### src/rtl/de_scoreboard.sv
// Decode-stage register scoreboard: an in-order queue of in-flight destination IDs,
// per-register pending counts, and a tail-squash FSM. Optional macro: DE_SB_WB_BYPASS_EN.
module de_scoreboard #(
    parameter int NREGS   = 32,
    parameter int REGBITS = 5,
    parameter int DEPTH   = 4,
    parameter int CNTW    = $clog2(DEPTH + 1)
) (
    input  logic               clk,
    input  logic               reset,
    input  logic               issue_valid,
    input  logic               issue_wr,
    input  logic [REGBITS-1:0] issue_rd,
    input  logic               rs1_rd_en,
    input  logic               rs2_rd_en,
    input  logic [REGBITS-1:0] rs1,
    input  logic [REGBITS-1:0] rs2,
    input  logic               wb_valid,
    input  logic [REGBITS-1:0] wb_rd,
    input  logic               flush_valid,
    input  logic [CNTW-1:0]    flush_cnt,
    output logic               stall,
    output logic               full,
    output logic               empty,
    output logic [CNTW-1:0]    inflight_cnt,
    output logic               flushing,
    output logic               err
);
    localparam int PW = $clog2(DEPTH);

    typedef enum logic [0:0] {IDLE = 1'b0, FLUSH = 1'b1} state_t;

    state_t             state_r;
    logic [REGBITS-1:0] q_r [DEPTH];
    logic [CNTW-1:0]    pend_r [NREGS];
    logic [PW-1:0]      head_r;
    logic [PW-1:0]      tail_r;
    logic [CNTW-1:0]    count_r;
    logic [CNTW-1:0]    remaining_r;
    logic               err_r;

    logic [PW-1:0]      tail_last_s;
    logic [REGBITS-1:0] head_id_s;
    logic [REGBITS-1:0] tail_id_s;
    logic               haz1_s;
    logic               haz2_s;
    logic               byp1_s;
    logic               byp2_s;
    logic               wr_nz_s;
    logic               push_s;
    logic               flush_pop_s;
    logic               wb_pop_s;
    logic               wb_err_s;
    logic               flush_start_s;
    logic               clamp_s;
    logic [CNTW-1:0]    count_next_s;

    // Hazard detection, stall and the push/pop decisions for this cycle
    always_comb begin
        tail_last_s   = tail_r - PW'(1);
        head_id_s     = q_r[head_r];
        tail_id_s     = q_r[tail_last_s];
        empty         = (count_r == CNTW'(0));
        full          = (count_r == CNTW'(DEPTH));
        inflight_cnt  = count_r;
        flushing      = (state_r == FLUSH);
        err           = err_r;
`ifdef DE_SB_WB_BYPASS_EN
        // The writeback stage writes the register file before decode reads it.
        byp1_s = wb_valid & ~empty & (head_id_s == rs1) & (wb_rd == rs1) & (pend_r[rs1] == CNTW'(1));
        byp2_s = wb_valid & ~empty & (head_id_s == rs2) & (wb_rd == rs2) & (pend_r[rs2] == CNTW'(1));
`else
        byp1_s = 1'b0;
        byp2_s = 1'b0;
`endif
        haz1_s        = rs1_rd_en & (rs1 != REGBITS'(0)) & (pend_r[rs1] != CNTW'(0)) & ~byp1_s;
        haz2_s        = rs2_rd_en & (rs2 != REGBITS'(0)) & (pend_r[rs2] != CNTW'(0)) & ~byp2_s;
        wr_nz_s       = issue_wr & (issue_rd != REGBITS'(0));
        stall         = issue_valid & (flushing | (full & wr_nz_s) | haz1_s | haz2_s);
        push_s        = issue_valid & ~stall & wr_nz_s;
        flush_pop_s   = flushing & ~empty;
        // With one entry left, a same-cycle writeback and tail squash remove it only once.
        wb_pop_s      = wb_valid & ~empty & ~(flush_pop_s & (count_r == CNTW'(1)));
        wb_err_s      = wb_valid & (empty | (wb_rd != head_id_s));
        flush_start_s = ~flushing & flush_valid & (flush_cnt != CNTW'(0)) & ~empty;
        clamp_s       = flush_start_s & (flush_cnt > count_r);
        count_next_s  = count_r + CNTW'(push_s) - CNTW'(wb_pop_s) - CNTW'(flush_pop_s);
    end

    // Queue, pending counters, error flag and flush FSM
    always_ff @(posedge clk or posedge reset) begin
        if (reset) begin
            state_r     <= IDLE;
            head_r      <= PW'(0);
            tail_r      <= PW'(0);
            count_r     <= CNTW'(0);
            remaining_r <= CNTW'(0);
            err_r       <= 1'b0;
            for (int i = 0; i < DEPTH; i++) begin
                q_r[i] <= REGBITS'(0);
            end
            for (int i = 0; i < NREGS; i++) begin
                pend_r[i] <= CNTW'(0);
            end
        end else begin
            if (push_s) begin
                q_r[tail_r] <= issue_rd;
            end
            head_r  <= head_r + PW'(wb_pop_s);
            tail_r  <= tail_r + PW'(push_s) - PW'(flush_pop_s);
            count_r <= count_next_s;
            err_r   <= err_r | wb_err_s | clamp_s;
            for (int i = 0; i < NREGS; i++) begin
                pend_r[i] <= pend_r[i]
                           + CNTW'(push_s      && (issue_rd  == REGBITS'(i)))
                           - CNTW'(wb_pop_s    && (head_id_s == REGBITS'(i)))
                           - CNTW'(flush_pop_s && (tail_id_s == REGBITS'(i)));
            end
            case (state_r)
                IDLE: begin
                    if (flush_start_s) begin
                        state_r     <= FLUSH;
                        remaining_r <= clamp_s ? count_r : flush_cnt;
                    end else begin
                        state_r     <= IDLE;
                        remaining_r <= CNTW'(0);
                    end
                end
                FLUSH: begin
                    if (!flush_pop_s || remaining_r <= CNTW'(1) || count_next_s == CNTW'(0)) begin
                        state_r     <= IDLE;
                        remaining_r <= CNTW'(0);
                    end else begin
                        state_r     <= FLUSH;
                        remaining_r <= remaining_r - CNTW'(1);
                    end
                end
                default: begin
                    state_r     <= IDLE;
                    remaining_r <= CNTW'(0);
                end
            endcase
        end
    end
endmodule
### config.mk
export PLATFORM = sky130hd
export DESIGN_NAME = de_scoreboard
export DESIGN_NICKNAME = d
export VERILOG_FILES = /design/src/rtl/de_scoreboard.sv
export SDC_FILE = /design/constraint.sdc
export NUM_CORES = 1
export LEC_CHECK = 0
export BUFFER_PORTS_ARGS = -buffer_cell sky130_fd_sc_hd__buf_2
export CAP_MARGIN = 20
export CORE_UTILIZATION = 52
export DETAILED_ROUTE_END_ITERATION = 8
export GPL_TIMING_DRIVEN = 0
export PLACE_DENSITY = 0.69
export SLEW_MARGIN = 10
export SYNTH_ARGS = -nofsm -noshare
export SYNTH_HDL_FRONTEND = slang
export SYNTH_SLANG_ARGS = --single-unit
### constraint.sdc
create_clock -name clk -period 7.7 [get_ports clk]
set_input_delay 0.385 -clock clk [delete_from_list [all_inputs] [get_ports clk]]
set_output_delay 0.385 -clock clk [all_outputs]
set_load 0.05 [all_outputs]
==> flow_metrics.tcl <==
set metrics [dict create \
    fp.dieArea_sq_um 17400 \
    die-width_um 132 \
    tightestPinTransition_ns 0.755 \
    grt-ovfl-total 0 \
    cellPowerDensity_nw_per_um2 352 \
    worst_r2r_path_depth 12 \
    grt_pass1_wl_um 33700 \
    start_util 0.532 \
    period_share 0.534 \
    p_sw_frac 0.410 \
    slew_headroom 0.492 \
    port_buffers 37 \
    internal-power_mw 2.06 \
    ys_ff_latch 128 \
    ys_seq_area_frac 0.365 \
    whs_ns 0.232 \
    instances_no_fill 1138 \
    die_y_um 132 \
    synthFlopType "dfrtp_1" \
    p_sw_mw 1.43 \
    syn-cell-area_sq_um 8780 \
    dpl_cell_area_sq_um 9280 \
    async_flop_share 1.00 \
    layout-drive-gt1-share 0.147 \
    place_congestion 0.919 \
    regToRegEndpoint "pend_r[77]$_DFF_PP0_" \
    crit_fanout 6 \
    cpPeakStageDelay_ns 0.56 \
    hold_class "input port to register" \
    routedWlPerCell_um 18.2 \
    rows 47 \
    p_leak_nw 4.79 \
    fmax_ghz 0.243 \
    endpoint_kind "register" \
    clk_pin_slew_worst_paths_ns 0.06 \
    hp-start "wb_valid" \
    grt_util_all_layers 0.257 \
    p_seq_frac 0.329 \
    cpMostUsedCell "ha_1" \
    dp_hpwl_um 15700 \
    syn-num-nets 1023 \
    reg2reg_from "tail_r[0]$_DFF_PP0_" \
    outcome "finished, final reports clean" \
    drc 0 \
    setup_ws_ns 3.59 \
    tns_ns 0 \
    whs_endpoint "err$_DFF_PP0_" \
    fin_util 0.599 \
    dp.cells 1106 \
    comb_power_share 0.427 \
    nets 1081 \
    ios 39 \
    path_class "register to register" \
    final_common_cell "inv_1" \
    clock_power_share 0.245 \
    fillers 1375 \
    dr.pass1.iters 6 \
    first_iter_violations 432 \
    dp_slack_ns 3.64 \
    clk_path_buf_depth 2 \
    cts_max_level 4 \
    cts_root_buf "clkbuf_16" \
    slew_violations 0 \
    hold_viol_final 0 \
    period_minus_slack_ns 4.11 \
    fin_skew_ns 0.00885 \
    yosysWarnings 0 \
    cp_slowest_cell "mux4_2" \
    antenna_left 0 \
    finalPower_mw 3.48 \
    final_cell_mix "143 x inv_1, 128 x dfrtp_1, 112 x ha_1" \
    antenna_cells 0 \
    cts_tree "built" \
    cts_sinks 128 \
    avgSynthCellArea_sq_um 10.4 \
    r2r_setup_slack_ns 3.59 \
    drt_wl_total_um 20700 \
    ys_types 56 \
    numCtsBuffers 17 \
    rsz0062_at_grt "false" \
    path_cells "clkbuf_1 > inv_1 > ha_1 > mux4_2 > nor2b_1 > nand2_1 > or2_2 > fa_1 > ha_1 > ha_1 > xnor2_1 > xnor2_1" \
    dr_total_vias 6328 \
    cp.required_ns 8.05 \
    maxCapViolCount 0 \
    min_path_cells 2 \
    critPathArrivalTime_ns 4.46 \
    grt_pass1_vias 6373 \
    grt_max_degree 84 \
    cts_setup_buffers 0 \
    synth-edff-count 0 \
    viasPerCell 5.56 \
    area_growth_pct 12.7 \
    antenna_found_initial 0 \
    setup_viol 0 \
    fin_area_sq_um 9900 \
    cp-start-kind "register" \
    clock_latency_ns 0.43 \
    syn_inst 848 \
    placeableCoreArea_sq_um 16500 \
    irDropWorstVdd_mv 0.252 \
]
[Yosys cell counts, drive strengths merged (2+ instances only)]
cell type | count | area share
mux4 | 12 | 0.031
mux2i | 4 | 0.0046
o21ai | 9 | 0.0051
nand3b | 4 | 0.0034
a21oi | 12 | 0.0068
nand2b | 13 | 0.0093
o221ai | 2 | 0.0040
and2 | 5 | 0.0036
nand2 | 23 | 0.0098
nor3 | 61 | 0.035
nand4 | 7 | 0.0078
xor2 | 5 | 0.0050
mux2 | 20 | 0.026
buf | 11 | 0.0063
fa | 32 | 0.073
or2 | 11 | 0.0078
nor2b | 7 | 0.0050
or3b | 4 | 0.0040
xnor2 | 70 | 0.070
clkbuf | 12 | 0.0051
nand3 | 5 | 0.0034
nor4 | 19 | 0.014
ha | 112 | 0.16
dfrtp | 128 | 0.36
a2111oi | 3 | 0.0030
o31ai | 5 | 0.0043
a211oi | 8 | 0.0068
a31oi | 8 | 0.0057
o22ai | 5 | 0.0036
inv | 144 | 0.062
nor2 | 58 | 0.025
o211ai | 3 | 0.0026
nor4b | 2 | 0.0020
or3 | 10 | 0.0071
[power groups by stage]
| stage | registers [mW] | clock network, mW | logic [mW] |
|---|---|---|---|
| final | 1.15 | 0.852 | 1.49 |
| after global routing | 1.18 | 0.895 | 1.68 |
| after CTS | 1.14 | 0.865 | 1.48 |
| after detailed placement | 1.15 | 0 | 1.46 |
| after global placement | 1.14 | 0 | 1.41 |
| after floorplan | 1.13 | 0 | 1.05 |
[worst max-delay path: cells and delay by family, from the launching register on]
family | cells | cell delay, ns
adders and majority gates | 4 | 1.32
and+or+nand+nor | 3 | 0.96
muxes | 1 | 0.56
buffers and inverters | 2 | 0.50
DFF | 1 | 0.40
xor gates and xnor gates | 2 | 0.31
[logic make-up after synthesis]
kind of cell / synth area share
AND/OR/NAND/NOR: 0.140
AO/OA/AOI/OAI: 0.0541
other: 0.000427
adder cells (fa/ha/maj): 0.232
XOR/XNOR: 0.0748
buffers and inverters: 0.0729
flip-flops: 0.365
multiplexers: 0.0610
[timing repair]
action,CTS,global route
hold buffers,1,0
endpoints found under the hold margin,14,0
gates resized for setup,0,0
[layout make-up]
cell class	count	area (sq um)	area share
multi-input combinational	553	4940	0.499
sequential	128	3200	0.323
inverter	144	546	0.0551
clock buffer	17	425	0.0430
tap	220	275	0.0278
timing repair buffer	39	223	0.0225
clock inverter	14	191	0.0193
buffer	23	100	0.0101
[layer usage]
metal	up-vias	GRT usage	share of wire
met2	230	0.399	0.47
met3	33	0.0573	0.070
li1	2962	-	-
met4	0	0.0859	0.016
met5	-	0	0
met1	3103	0.356	0.44
[state kept, by name, summed over array words and instances (netlist names)]
| signal | cells |
|---|---|
| remaining_r | 3 |
| err | 1 |
| head_r | 2 |
| q_r | 20 |
| pend_r | 96 |
| inflight_cnt | 3 |
| flushing | 1 |
| tail_r | 2 |
[worst max-delay path by stage]
stage	from	endpoint	slack, ns	depth (start not counted)
2_1_floorplan	inflight_cnt[2]$_DFF_PP0_	remaining_r[0]$_DFF_PP0_	3.69	13
5_1_grt	tail_r[0]$_DFF_PP0_	pend_r[77]$_DFF_PP0_	3.34	12
3_5_place_dp	tail_r[0]$_DFF_PP0_	pend_r[59]$_DFF_PP0_	3.64	12
3_3_place_gp	reset	pend_r[95]$_DFF_PP0_	2.25	2
4_1_cts	tail_r[0]$_DFF_PP0_	pend_r[77]$_DFF_PP0_	3.62	12
6_report	tail_r[0]$_DFF_PP0_	pend_r[77]$_DFF_PP0_	3.59	12
(Power assumes the default switching activity.)
